===== src/rtl/pipe_skid_reg_if.sv =====
// Stage-boundary bus for pipe_skid_reg: upstream handshake, downstream
// handshake, pipeline flush and the occupancy/state observation port.
interface pipe_skid_reg_if #(
  parameter int WIDTH = 32
);
  // Handshake: a beat transfers on a rising edge when valid & ready are both
  // high; the sender holds valid and data steady until that edge, and ready
  // may be used by the sender but never depends on valid combinationally.
  logic             flush;
  logic             in_valid;
  logic             in_ready;
  logic [WIDTH-1:0] in_data;
  logic             out_valid;
  logic             out_ready;
  logic [WIDTH-1:0] out_data;
  logic [1:0]       level;

  modport slave (
    input  flush,
    input  in_valid,
    input  in_data,
    input  out_ready,
    output in_ready,
    output out_valid,
    output out_data,
    output level
  );

  modport master (
    output flush,
    output in_valid,
    output in_data,
    output out_ready,
    input  in_ready,
    input  out_valid,
    input  out_data,
    input  level
  );
endinterface


===== src/rtl/pipe_skid_reg.sv =====
// Fully registered pipeline stage with a two-entry skid buffer: one beat per
// cycle under back-pressure, no combinational path across the boundary.
module pipe_skid_reg #(
  parameter int               WIDTH     = 32,
  parameter logic [WIDTH-1:0] RESET_VAL = {WIDTH{1'b0}}
) (
  input  logic          clk,
  input  logic          rst,
  pipe_skid_reg_if.slave bus
);

  // The state value is the occupancy, so it doubles as the level output.
  typedef enum logic [1:0] {
    EMPTY = 2'd0,
    BUSY  = 2'd1,
    FULL  = 2'd2
  } state_t;

  state_t           state_q;
  state_t           state_d;
  logic             out_valid_q;
  logic             in_ready_q;
  logic [WIDTH-1:0] main_q;
  logic [WIDTH-1:0] skid_q;

  logic             in_fire;
  logic             out_fire;
  logic             load_main;
  logic             main_from_skid;
  logic             load_skid;

  assign in_fire  = bus.in_valid & in_ready_q;
  assign out_fire = out_valid_q & bus.out_ready;

  always_comb begin
    state_d        = state_q;
    load_main      = 1'b0;
    main_from_skid = 1'b0;
    load_skid      = 1'b0;
    if (bus.flush) begin
      // Held entries are dropped, but the data registers keep their contents.
      state_d = EMPTY;
    end else begin
      case (state_q)
        EMPTY: begin
          if (in_fire) begin
            state_d   = BUSY;
            load_main = 1'b1;
          end
        end
        BUSY: begin
          if (in_fire && out_fire) begin
            load_main = 1'b1;
          end else if (in_fire) begin
            state_d   = FULL;
            load_skid = 1'b1;
          end else if (out_fire) begin
            state_d = EMPTY;
          end
        end
        FULL: begin
          if (out_fire) begin
            state_d        = BUSY;
            load_main      = 1'b1;
            main_from_skid = 1'b1;
          end
        end
        default: begin
          state_d = EMPTY;
        end
      endcase
    end
  end

  always_ff @(posedge clk) begin
    if (rst) begin
      state_q     <= EMPTY;
      out_valid_q <= 1'b0;
      in_ready_q  <= 1'b1;
      main_q      <= RESET_VAL;
      skid_q      <= RESET_VAL;
    end else begin
      state_q     <= state_d;
      // Handshake flags come from the next state so they leave a flop.
      out_valid_q <= (state_d != EMPTY);
      in_ready_q  <= (state_d != FULL);
      if (load_main) begin
        main_q <= main_from_skid ? skid_q : bus.in_data;
      end
      if (load_skid) begin
        skid_q <= bus.in_data;
      end
    end
  end

  assign bus.out_valid = out_valid_q;
  assign bus.in_ready  = in_ready_q;
  assign bus.out_data  = main_q;
  assign bus.level     = state_q;

  // A stalled output beat must not change underneath the consumer.
  a_hold_stable: assert property (@(posedge clk) disable iff (rst)
    (out_valid_q && !bus.out_ready && !bus.flush) |=> $stable(main_q));

  a_level_legal: assert property (@(posedge clk) disable iff (rst)
    state_q != 2'd3);

endmodule


===== src/flat_wrapper.sv =====
// flat-port wrapper written by rule: the top's interface ports become plain ports
module pipe_skid_reg_flat 
#(
  parameter int               WIDTH     = 32,
  parameter logic [WIDTH-1:0] RESET_VAL = {WIDTH{1'b0}}
)
  (clk, rst, bus_flush, bus_in_valid, bus_in_data, bus_out_ready, bus_in_ready, bus_out_valid, bus_out_data, bus_level);
  pipe_skid_reg_if #(.WIDTH(WIDTH)) bus_i ();
  input  logic clk;
  input  logic rst;
  input wire logic [$bits(bus_i.flush)-1:0] bus_flush;
  input wire logic [$bits(bus_i.in_valid)-1:0] bus_in_valid;
  input wire logic [$bits(bus_i.in_data)-1:0] bus_in_data;
  input wire logic [$bits(bus_i.out_ready)-1:0] bus_out_ready;
  output wire logic [$bits(bus_i.in_ready)-1:0] bus_in_ready;
  output wire logic [$bits(bus_i.out_valid)-1:0] bus_out_valid;
  output wire logic [$bits(bus_i.out_data)-1:0] bus_out_data;
  output wire logic [$bits(bus_i.level)-1:0] bus_level;
  assign bus_i.flush = bus_flush;
  assign bus_i.in_valid = bus_in_valid;
  assign bus_i.in_data = bus_in_data;
  assign bus_i.out_ready = bus_out_ready;
  assign bus_in_ready = bus_i.in_ready;
  assign bus_out_valid = bus_i.out_valid;
  assign bus_out_data = bus_i.out_data;
  assign bus_level = bus_i.level;
  pipe_skid_reg #(.WIDTH(WIDTH), .RESET_VAL(RESET_VAL)) u_core (.clk(clk), .rst(rst), .bus(bus_i));
endmodule

===== config.mk =====
export PLATFORM = sky130hd
export DESIGN_NAME = pipe_skid_reg_flat
export DESIGN_NICKNAME = d
export VERILOG_FILES = /design/src/rtl/pipe_skid_reg_if.sv /design/src/rtl/pipe_skid_reg.sv /design/src/flat_wrapper.sv
export SDC_FILE = /design/constraint.sdc
export NUM_CORES = 1
export LEC_CHECK = 0
export BUFFER_PORTS_ARGS = -buffer_cell sky130_fd_sc_hd__buf_2
export CORE_MARGIN = 4
export CORE_UTILIZATION = 44
export DETAILED_ROUTE_END_ITERATION = 10
export GPL_ROUTABILITY_DRIVEN = 1
export PLACE_DENSITY = 0.76
export SYNTH_ARGS = -nofsm -noshare
export SYNTH_HDL_FRONTEND = slang
export SYNTH_SLANG_ARGS = --single-unit
export TNS_END_PERCENT = 30

===== constraint.sdc =====
create_clock -name clk -period 3.1 [get_ports clk]
set_input_delay 0.31 -clock clk [delete_from_list [all_inputs] [get_ports clk]]
set_output_delay 0.31 -clock clk [all_outputs]
set_load 0.05 [all_outputs]

==> summary.md, run 1 <==
| Metric | Value |
|---|---|
| Clk_skew | 0.00670 ns |
| Hold crit path type | in -> reg |
| TritonCTS clock tree | built |
| First-pass GRT wire length | 10,500 um |
| Antenna Nets Post-Route | 0 |
| GP Congestion | ~0.77 |
| Setup crit start kind | flip-flop |
| PostCTS Resize Cnt | 0 |
| Synthesized area | 2740 sq um |
| Reg2reg path depth | 5 |
| CTS sink cnt | 68 |
| Row cnt | 28 |
| Clk pwr share | a little over two fifths |
| Required @ worst endpoint | about 3.3 ns |
| Gate power share | roughly 14% |
| Grt ovf | 0 |
| Die area | 7550 sq um |
| NetSw | 0.000539 W |
| Slew Viols, Final | 0 |
| Commonest non-fill, non-tap cell in the layout | nand2_1 |
| I/O Buffers | 72 |
| PnR Total Power | 0.00208 W |
| Starting DRT DRC Count | 187 |
| Detailed Routing Iterations Pass 1 | 4 |
| Drt wl/cell | 13.2 um |
| Postcts setup bufs | 0 |
| Reg2reg start | u_core.bus.level[1]$_SDFF_PP0_ |
| Period utilization | 66.3% |
| Worst Setup End Kind | flip-flop |
| Fmax | between 0.4 and 0.5 GHz |
| Status | finished clean |
| I/O pins | 73 |
| Diodes inserted | 0 |
| Gr usage total | roughly 18% |
| Grt met1 use | a little over a fifth |
| Initial Utilization | 45.7% |
| Vias/cell | 5.20 |
| Syn avg cell area | 7.96 sq um |
| Filler Cells Inserted | 571 |
| Kind of critical path | reg -> reg |
| DIE HEIGHT | 86.9 um |
| P_int | 0.00154 W |
| Ys async rst share | 0% |
| # setup viols final | 0 |
| Post-synth EDFFs | 0 |
| Ys flop type | dfxtp_1 |
| Pwr/cell area | roughly 630 nW/um^2 |
| Antenna violations before repair | 0 |
| Sequential Power Share | 44.8% |
| Switch share | approximately a quarter |
| Worst vdd ir | 0.000330 V |
| Share of cells above drive strength 1 | 24.1% |
| Root Driver | clkbuf_8 |
| Worst slew pin tran | 1.21 ns |
| Sequential-to-total area share from yosys stat | approximately half |
| Pin count of the biggest net entering global routing | 69 |
| Final Hold Vio Count | 0 |
| Worst skew pair latency | 0.33 ns |
| Worst Setup EP | u_core.bus.out_data[1]$_SDFFE_PP0P_ |
| Grt met2 use | 28.4% |
| Maxcap violations | 0 |
| Met3 usage | 6.81% |
| GRT busiest layer | met2 |
| Max clock buf depth | 2 |
| Final nets | 439 |
| Most frequent cells in the layout | nand2_1, buf_2, dfxtp_1, a21oi_1, nor2_1 |
| Area delta synth->final | 21.4% |
| CTS Buf Count | 9 |
| Critical path data arrival time | 2.28 ns |
| R2r endpoint | u_core.bus.out_data[1]$_SDFFE_PP0P_ |
| Post-route minimum period | 2.06 ns |
| Ys Warns | 0 |
| Syn_nets | 381 |
| Vias in the first global route | 2,345 |
| Clock-pin slew on the worst setup and hold paths | 0.07 ns |
| Min-delay src | bus_in_data[18] |
| RSZ-0062 raised after global routing | no |
| DR DRC count | 0 |
| Flop-to-flop setup slack | 1.04 ns |
| Unique masters post-synth | 25 |
| Post-Route Setup TNS | 0 ns |
| Hold buffer count at cts | 0 |
| Critical path fanouts, max | 36 |
| Static leakage | 1.37 nW |
| Vias | 2,502 |
| Drt total wl | 6360 um |
| Core area | 5990 sq um |
| Die boundary width | around 87 um |
| CTS H-tree depth | 3 |
| CP Launch Point | u_core.bus.level[1]$_SDFF_PP0_ |
| Post-Syn Instances | 344 |
| Hpwl dp | 4040 um |
| Slew headroom | 19.1% |
| Flops & latches, synth | between 60 and 70 |
## state kept, by name, indices dropped and copies added (netlist names)
register              count
u_core.bus.level          2
u_core.bus.in_ready       1
u_core.bus.out_data      32
u_core.skid_q            32
u_core.bus.out_valid      1
## per-stage QoR
| stage | hold WS (ns) | worst slack [ns] | std cells | util [%] | area [sq um] |
|---|---|---|---|---|---|
| finish | 0.222 | 1.04 | 481 | 55.5 | 3320 |
| CTS | 0.202 | 1.03 | 481 | 55.5 | 3320 |
| global placement | 0.441 | 1.08 | 466 | 51.5 | 3090 |
| global route | 0.202 | 0.851 | 481 | 55.5 | 3320 |
| floorplan | 0.416 | 1.26 | 344 | - | 2740 |
| detailed placement | 0.447 | 1.02 | 466 | 51.5 | 3090 |
## worst max-delay path, stage by stage (launching register included)
cell and delay (ns):
dfxtp_1 0.48, nand4b_2 0.21, o22ai_4 0.65, buf_12 0.28, nor2_1 0.07, a311oi_1 0.26
## cell families (layout without fill, tap and decap cells)
| logic type | count (synthesis) | after routing | synth area share (%) |
|---|---|---|---|
| AND/OR/NAND/NOR | 176 | 176 | 26.3 |
| buffers and inverters | 28 | 90 | 5.26 |
| multiplexers | 1 | 1 | 0.366 |
| flip-flops | 68 | 68 | 49.7 |
| AO/OA/AOI/OAI | 71 | 71 | 18.3 |
## power by group through the flow
stage          Clock, W  Sequential (W)  Combinational, W
6_report       0.000866        0.000931          0.000282
5_1_grt        0.000933        0.000935          0.000305
4_1_cts        0.000889        0.000931          0.000284
3_5_place_dp          0        0.000951          0.000283
3_3_place_gp          0        0.000950          0.000279
2_1_floorplan         0         0.00106         0.0000967
## worst min-delay path by stage
stage / cells after the start / to
floorplan: 1 / u_core.bus.in_ready$_SDFF_PP1_
global placement: 2 / u_core.skid_q[10]$_SDFFE_PP0P_
detailed placement: 2 / u_core.skid_q[18]$_SDFFE_PP0P_
CTS: 3 / u_core.skid_q[10]$_SDFFE_PP0P_
global route: 3 / u_core.skid_q[29]$_SDFFE_PP0P_
finish: 3 / u_core.skid_q[18]$_SDFFE_PP0P_
## synthesized netlist by cell type (2+ instances only)
library cell / n / share of area, %
clkbuf_1: 12 / 1.6
nand2_1: 129 / 18
buf_6: 3 / 1.2
buf_2: 13 / 2.4
nor2_1: 35 / 4.8
or2_2: 2 / 0.46
dfxtp_1: 68 / 50
a311oi_1: 32 / 10
a21oi_1: 34 / 6.2
## per-layer routing
layer	part of all wire [%]	wire length (um)	vias up
met1	44	2830	1134
met4	1.0	65	0
li1	-	-	1281
met2	48	3040	81
met5	0	0	-
met3	6.7	425	6
## final cells by class
class	count	area (sq um)	area share, %
clock buffer	10	138	4.14
tap	75	93.8	2.82
timing repair buffer	75	395	11.9
multi-input combinational	248	1230	37.2
sequential	68	1360	41.0
clock inverter	5	100	3.01
Note: power is estimated with default switching activity, not from simulation.
==> run 2, diff against run 1 <==
PLACE_DENSITY = 0.78   (was 0.76)
clock period = 1.7 ns   (was 3.1 ns; I/O delays follow)
==> summary.md, run 2 (same netlist as run 1, synthesis figures left out) <==
| Metric | Value |
|---|---|
| Status | finished clean |
| Postcts setup bufs | 0 (unchanged) |
| Clk_skew | 0.00651 ns (-0.000187 ns) |
| Period utilization | 92.1% (+26 points) |
| Gate power share | 15.5% (+1.9 points) |
| Placed cell count | 470 (+0.86%) |
| Final Hold Vio Count | 0 (unchanged) |
| GP Congestion | 0.783 (+1.7%) |
| Share of cells above drive strength 1 | 25.1% (+0.98 points) |
| Required @ worst endpoint | 1.90 ns (-1.43 ns) |
| Row cnt | 28 (unchanged) |
| Max clock buf depth | 2 (unchanged) |
| DIE HEIGHT | 86.9 um (unchanged) |
| Sequential Power Share | 50.3% (+5.5 points) |
| PostCTS Resize Cnt | 0 (unchanged) |
| Drt total wl | 6300 um (-0.96%) |
| Final nets | 443 (+0.91%) |
| Clk pwr share | 34.2% (-7.5 points) |
| CTS Buf Count | 9 (unchanged) |
| Post-route minimum period | 1.57 ns (-0.491 ns) |
| I/O Buffers | 72 (unchanged) |
| CTS sink cnt | 68 (unchanged) |
| PnR Total Power | 0.00338 W (+62%) |
| Root Driver | clkbuf_8 |
| Die boundary width | 86.9 um (unchanged) |
| Worst vdd ir | 0.000514 V (+56%) |
| Finished Cell Area | 3320 sq um (-0.23%) |
| Antenna Nets Post-Route | 0 (unchanged) |
| Starting DRT DRC Count | 159 (-15%) |
| Initial Utilization | 45.7% (unchanged) |
| Clock-pin slew on the worst setup and hold paths | 0.07 ns (about the same) |
| # setup viols final | 0 (unchanged) |
| Slew Viols, Final | 0 (unchanged) |
| Pwr/cell area | 1020 nW/um^2 (+63%) |
| Slew headroom | 58.0% (+39 points) |
| NetSw | 0.000962 W (+78%) |
| Area delta synth->final | 21.1% |
| Diodes inserted | 0 (unchanged) |
| Static leakage | 1.36 nW (about the same) |
| Hold crit path type | in -> reg |
| I/O pins | 73 (unchanged) |
| Switch share | 28.5% (+2.5 points) |
| Worst slew pin tran | 0.630 ns (-0.584 ns) |
| Core area | 5990 sq um (unchanged) |
| Worst Setup End Kind | flip-flop |
| Cell Count, Final, Fillers Out | 485 (+0.83%) |
| Hold buffer count at cts | 0 (unchanged) |
| Setup crit start kind | flip-flop |
| Kind of critical path | reg -> reg |
| CTS H-tree depth | 3 (unchanged) |
| Die area | 7550 sq um (unchanged) |
| Vias | 2,534 (+1.3%) |
| Commonest non-fill, non-tap cell in the layout | nand2_1 |
| Placed cell areas | 3140 sq um (+1.9%) |
| Hpwl dp | 4090 um (+1.3%) |
| Fmax | 0.639 GHz (+31%) |
| Pin count of the biggest net entering global routing | 49 (-29%) |
| Detailed Routing Iterations Pass 1 | 4 (unchanged) |
| Critical path data arrival time | 1.76 ns (-0.52 ns) |
| Drt wl/cell | 13.0 um (-1.8%) |
| Vias/cell | 5.22 (+0.44%) |
| P_int | 0.00242 W (+57%) |
| Critical path fanouts, max | 32 (-11%) |
| TritonCTS clock tree | built |
| Gr usage total | 17.8% (+0.17 points) |
| DR DRC count | 0 (unchanged) |
| Antenna violations before repair | 0 (unchanged) |
| Grt ovf | 0 (unchanged) |
| Post-Route Setup TNS | 0 ns (unchanged) |
| RSZ-0062 raised after global routing | no |
| Worst skew pair latency | 0.33 ns (about the same) |
| Most frequent cells in the layout | nand2_1, buf_2, dfxtp_1, a21oi_1, nor2_1 |
| Maxcap violations | 0 (unchanged) |
| First-pass GRT wire length | 10,700 um (+1.7%) |
| Vias in the first global route | 2,361 (+0.68%) |
[run 2: final cells by class]
| type | instances | area, sq um |
|---|---|---|
| flip-flops and latches | 68 | 1370 |
| fillers | 554 | 2680 |
| well taps | 75 | 93.8 |
| multi-input cells | 248 | 1240 |
| clock buffers | 13 | 159 |
| clock inverters | 2 | 10.0 |
| repair buffers | 79 | 450 |
[run 2: critical path: stages (launching register included)]
cell and delay (ns):
dfxtp_2 0.38, a21bo_2 0.27, or2_2 0.56, nand2_1 0.16, a21oi_1 0.07
[run 2: routing by layer]
| metal | GRT usage, % | share of wire, % | vias up |
|---|---|---|---|
| met5 | 0 | 0 | - |
| met4 | 7.79 | 1.3 | 0 |
| met3 | 4.35 | 7.1 | 11 |
| met2 | 29.1 | 47 | 78 |
| met1 | 22.2 | 45 | 1154 |
| li1 | - | - | 1291 |
[run 2: power by group through the flow]
stage | Sequential, W | Clock [W] | Combinational (W)
global route | 0.00171 | 0.00126 | 0.000566
floorplan | 0.00193 | 0 | 0.000176
global placement | 0.00173 | 0 | 0.000523
detailed placement | 0.00173 | 0 | 0.000528
finish | 0.00170 | 0.00115 | 0.000525
CTS | 0.00170 | 0.00118 | 0.000529
[run 2: final timing paths]
check,from,to,slack (ns),depth (start not counted)
worst min register to register,u_core.skid_q[11]$_SDFFE_PP0P_,u_core.skid_q[11]$_SDFFE_PP0P_,0.46,2
worst max-delay path,u_core.bus.level[0]$_SDFF_PP0_,u_core.skid_q[8]$_SDFFE_PP0P_,0.13,4
worst max register to register,u_core.bus.level[0]$_SDFF_PP0_,u_core.skid_q[8]$_SDFFE_PP0P_,0.13,4
worst min-delay path,bus_in_data[3],u_core.skid_q[3]$_SDFFE_PP0P_,0.08,3
[run 2: per-stage QoR]
stage | setup WS (ns) | utilization (%) | hold WS, ns
floorplan | 0.0163 | - | 0.276
global placement | 0.150 | 52.5 | 0.424
detailed placement | 0.0392 | 52.5 | 0.429
CTS | 0.0172 | 55.3 | 0.0682
global route | 0.0168 | 55.3 | 0.0692
finish | 0.134 | 55.3 | 0.0827
==> run 3, diff against run 2 <==
ABC_AREA = 1   (was not set)
PLACE_DENSITY = 0.76   (was 0.78)
TNS_END_PERCENT = 10   (was 30)
==> summary.md, run 3 <==
| Metric | Value |
|---|---|
| Status | finished clean |
| Detailed Routing Iterations Pass 1 | 4 (unchanged) |
| Final Hold Vio Count | 0 (unchanged) |
| Critical path fanouts, max | 32 (unchanged) |
| Vias | 3,435 (+36%) |
| Share of cells above drive strength 1 | 15.9% (-9.2 points) |
| Post-synth EDFFs | 0 (unchanged) |
| Drt total wl | 7960 um (+26%) |
| Ys async rst share | 0% (unchanged) |
| Most frequent cells in the layout | nand2_1, inv_1, nor2_1, buf_2, dfxtp_1 |
| Unique masters post-synth | 16 (-36%) |
| Fmax | 0.674 GHz (+5.5%) |
| Gr usage total | 17.1% (-0.68 points) |
| Max layer used | met4 |
| Vias/cell | 4.40 (-16%) |
| Clk pwr share | 39.5% (+5.3 points) |
| Top cells by count, synth | nand2_1, inv_1, nor2_1, dfxtp_1, nand3_1 |
| I/O Buffers | 72 (unchanged) |
| CTS Buf Count | 9 (unchanged) |
| Routed wl met2 | 3710 um (+26%) |
| Worst path cell trace | nand2_1, nor2_4, nand2_2, nand2_1, inv_1, nor2_1 |
| Maxcap violations | 0 (unchanged) |
| Final core utilization | 54.4% (-0.97 points) |
| Pwr/cell area | 928 nW/um^2 (-8.9%) |
| I/O pins | 73 (unchanged) |
| Sequential-to-total area share from yosys stat | 38.4% (-11 points) |
| Die boundary width | 97.8 um (+13%) |
| Core area | 7770 sq um (+30%) |
| PnR Total Power | 0.00392 W (+16%) |
| NetSw | 0.00112 W (+16%) |
| TritonCTS clock tree | built |
| Kind of critical path | reg -> reg |
| Grt ovf | 0 (unchanged) |
| Post-Route Setup TNS | 0 ns (unchanged) |
| Top cell type's share of synthesized area | 38.4% (-11 points) |
| Switch share | 28.5% (about the same) |
| Diodes inserted | 0 (unchanged) |
| Max clock buf depth | 2 (unchanged) |
| First-pass GRT wire length | 13,800 um (+29%) |
| Antenna violations before repair | 0 (unchanged) |
| Reg2reg start | u_core.bus.level[0]$_SDFF_PP0_ |
| Row cnt | 32 (+14%) |
| Count leader, synth | nand2_1 |
| Post-Syn Instances | 610 (+77%) |
| Area contributors post-synth | dfxtp_1, nand2_1, inv_1 |
| Placed cell areas | 3990 sq um (+27%) |
| Critical path data arrival time | 1.76 ns (about the same) |
| Ys Warns | 0 (unchanged) |
| Finished Cell Area | 4220 sq um (+27%) |
| Postcts setup bufs | 0 (unchanged) |
| Antenna Nets Post-Route | 0 (unchanged) |
| Sequential Power Share | 43.5% (-6.8 points) |
| Filler Cells Inserted | 791 (+43%) |
| Synthesized area | 3540 sq um (+29%) |
| Hold crit path type | in -> reg |
| Ys flop type | dfxtp_1 |
| Static leakage | 2.50 nW (+83%) |
| Initial Utilization | 45.6% (-0.063 points) |
| Worst Setup End Kind | flip-flop |
| Commonest non-fill, non-tap cell in the layout | nand2_1 |
| Drt wl/cell | 10.2 um (-21%) |
| Die area | 9560 sq um (+27%) |
| Worst vdd ir | 0.000415 V (-19%) |
| Most frequent CP cell | nand2_1 |
| Period utilization | 87.3% (-4.8 points) |
| Flop-to-flop setup slack | 0.22 ns (+0.08 ns) |
| Gate power share | 17.0% (+1.5 points) |
| Slowest stage cell on the critical path | dfxtp_1 |
| DR DRC count | 0 (unchanged) |
| Met3 wire length | 420 um (-6.5%) |
| GP Congestion | 0.725 (-7.4%) |
| Post-route minimum period | 1.48 ns (-0.0822 ns) |
| CTS H-tree depth | 3 (unchanged) |
| Syn avg cell area | 5.81 sq um (-27%) |
| RSZ-0062 raised after global routing | no |
| DIE HEIGHT | 97.8 um (+13%) |
| Area delta synth->final | 19.2% |
| Worst hold stages | 5 (+2) |
| Syn_nets | 647 (+70%) |
| Met1 WL | 3680 um (+31%) |
| # setup viols final | 0 (unchanged) |
| P_int | 0.00280 W (+16%) |
| Hpwl dp | 5500 um (+34%) |
| Slew Viols, Final | 0 (unchanged) |
| Hold Path Sink | u_core.bus.out_data[9]$_SDFFE_PP0P_ |
| Clk_skew | 0.00405 ns (-0.00247 ns) |
| PostCTS Resize Cnt | 0 (unchanged) |
| Max stage delay on crit path | 0.41 ns (-0.15 ns) |
| Worst skew pair latency | 0.34 ns (about the same) |
| Setup crit start kind | flip-flop |
| Clock-pin slew on the worst setup and hold paths | 0.07 ns (about the same) |
| Vias in the first global route | 3,275 (+39%) |
| Slew headroom | 60.0% (+2.0 points) |
| Starting DRT DRC Count | 145 (-8.8%) |
| Cell taking the most area after synthesis | dfxtp_1 |
| Required @ worst endpoint | 1.97 ns (+0.07 ns) |
| Pin count of the biggest net entering global routing | 42 (-14%) |
| Min-delay src | bus_in_data[9] |
| Hold buffer count at cts | 0 (unchanged) |
| Reg2reg path depth | 6 (+2) |
| CTS sink cnt | 68 (unchanged) |
| Worst slew pin tran | 0.598 ns (-0.0323 ns) |
| Flops & latches, synth | 68 (unchanged) |
| Root Driver | clkbuf_8 |
| R2r endpoint | u_core.skid_q[7]$_SDFFE_PP0P_ |
| Final nets | 711 (+60%) |
run 3: changes by cell type in the layout (fill, tap and decap cells not counted), sizes merged, moves of 5 or more:
cell / before / now
inv: 0 / 134
a21oi: 34 / 1
nand3: 1 / 66
buf: 79 / 84
nor2: 36 / 102
nand2: 129 / 205
a311oi: 32 / 0
run 3: routing by layer:
metal / global-route usage, % / up-vias
met2: 30.0 / 79
met4: 7.88 / 0
met5: 0 / -
met1: 19.9 / 1469
li1: - / 1870
met3: 3.57 / 17
run 3: area by class of cell:
cell class / count / area [sq um] / share of cell area [%]
Multi-Input combinational cell: 376 / 1520 / 35.9
Sequential cell: 68 / 1360 / 32.2
Timing Repair Buffer: 84 / 475 / 11.3
Tap cell: 102 / 128 / 3.02
Clock buffer: 12 / 165 / 3.91
Inverter: 135 / 507 / 12.0
Clock inverter: 4 / 70.1 / 1.66
run 3: cells by family (layout without fill, tap and decap cells):
logic type	count (synthesis)	count (layout)	share of synthesized area [%]
and+or+nand+nor	373	373	42.3
buffers and inverters	166	235	18.8
DFF	68	68	38.4
AOI/OAI and AO/OA	3	3	0.423
run 3: power groups by stage:
| stage | sequential, W | combinational (W) | clock [W] |
|---|---|---|---|
| after floorplan | 0.00195 | 0.000290 | 0 |
| after global placement | 0.00174 | 0.000662 | 0 |
| after detailed placement | 0.00174 | 0.000670 | 0 |
| after CTS | 0.00171 | 0.000674 | 0.00159 |
| after global routing | 0.00172 | 0.000747 | 0.00164 |
| final | 0.00171 | 0.000667 | 0.00155 |
run 3: worst max-delay path: cells and delay by family (launching register included):
kind,cells,cell delay (ns)
simple gates,5,0.94
flops,1,0.41
buf+inv,1,0.06
run 3: how the worst max path moves through the flow:
stage	start	end	slack (ns)	cells after the start
2_1_floorplan	u_core.bus.out_valid$_SDFF_PP0_	u_core.bus.out_data[10]$_SDFFE_PP0P_	0.11	8
3_3_place_gp	u_core.bus.out_valid$_SDFF_PP0_	u_core.skid_q[31]$_SDFFE_PP0P_	0.33	7
3_5_place_dp	u_core.bus.level[0]$_SDFF_PP0_	u_core.skid_q[7]$_SDFFE_PP0P_	0.21	6
4_1_cts	u_core.bus.out_valid$_SDFF_PP0_	u_core.skid_q[7]$_SDFFE_PP0P_	0.21	7
5_1_grt	u_core.bus.in_ready$_SDFF_PP1_	u_core.skid_q[17]$_SDFFE_PP0P_	0.04	8
6_report	u_core.bus.level[0]$_SDFF_PP0_	u_core.skid_q[7]$_SDFFE_PP0P_	0.22	6
run 3: stage by stage:
step / instances / hold slack [ns] / worst slack (ns)
2_1_floorplan: 610 / 0.346 / 0.107
3_3_place_gp: 765 / 0.495 / 0.326
3_5_place_dp: 765 / 0.500 / 0.210
4_1_cts: 781 / 0.138 / 0.206
5_1_grt: 781 / 0.163 / 0.0401
6_report: 781 / 0.154 / 0.217
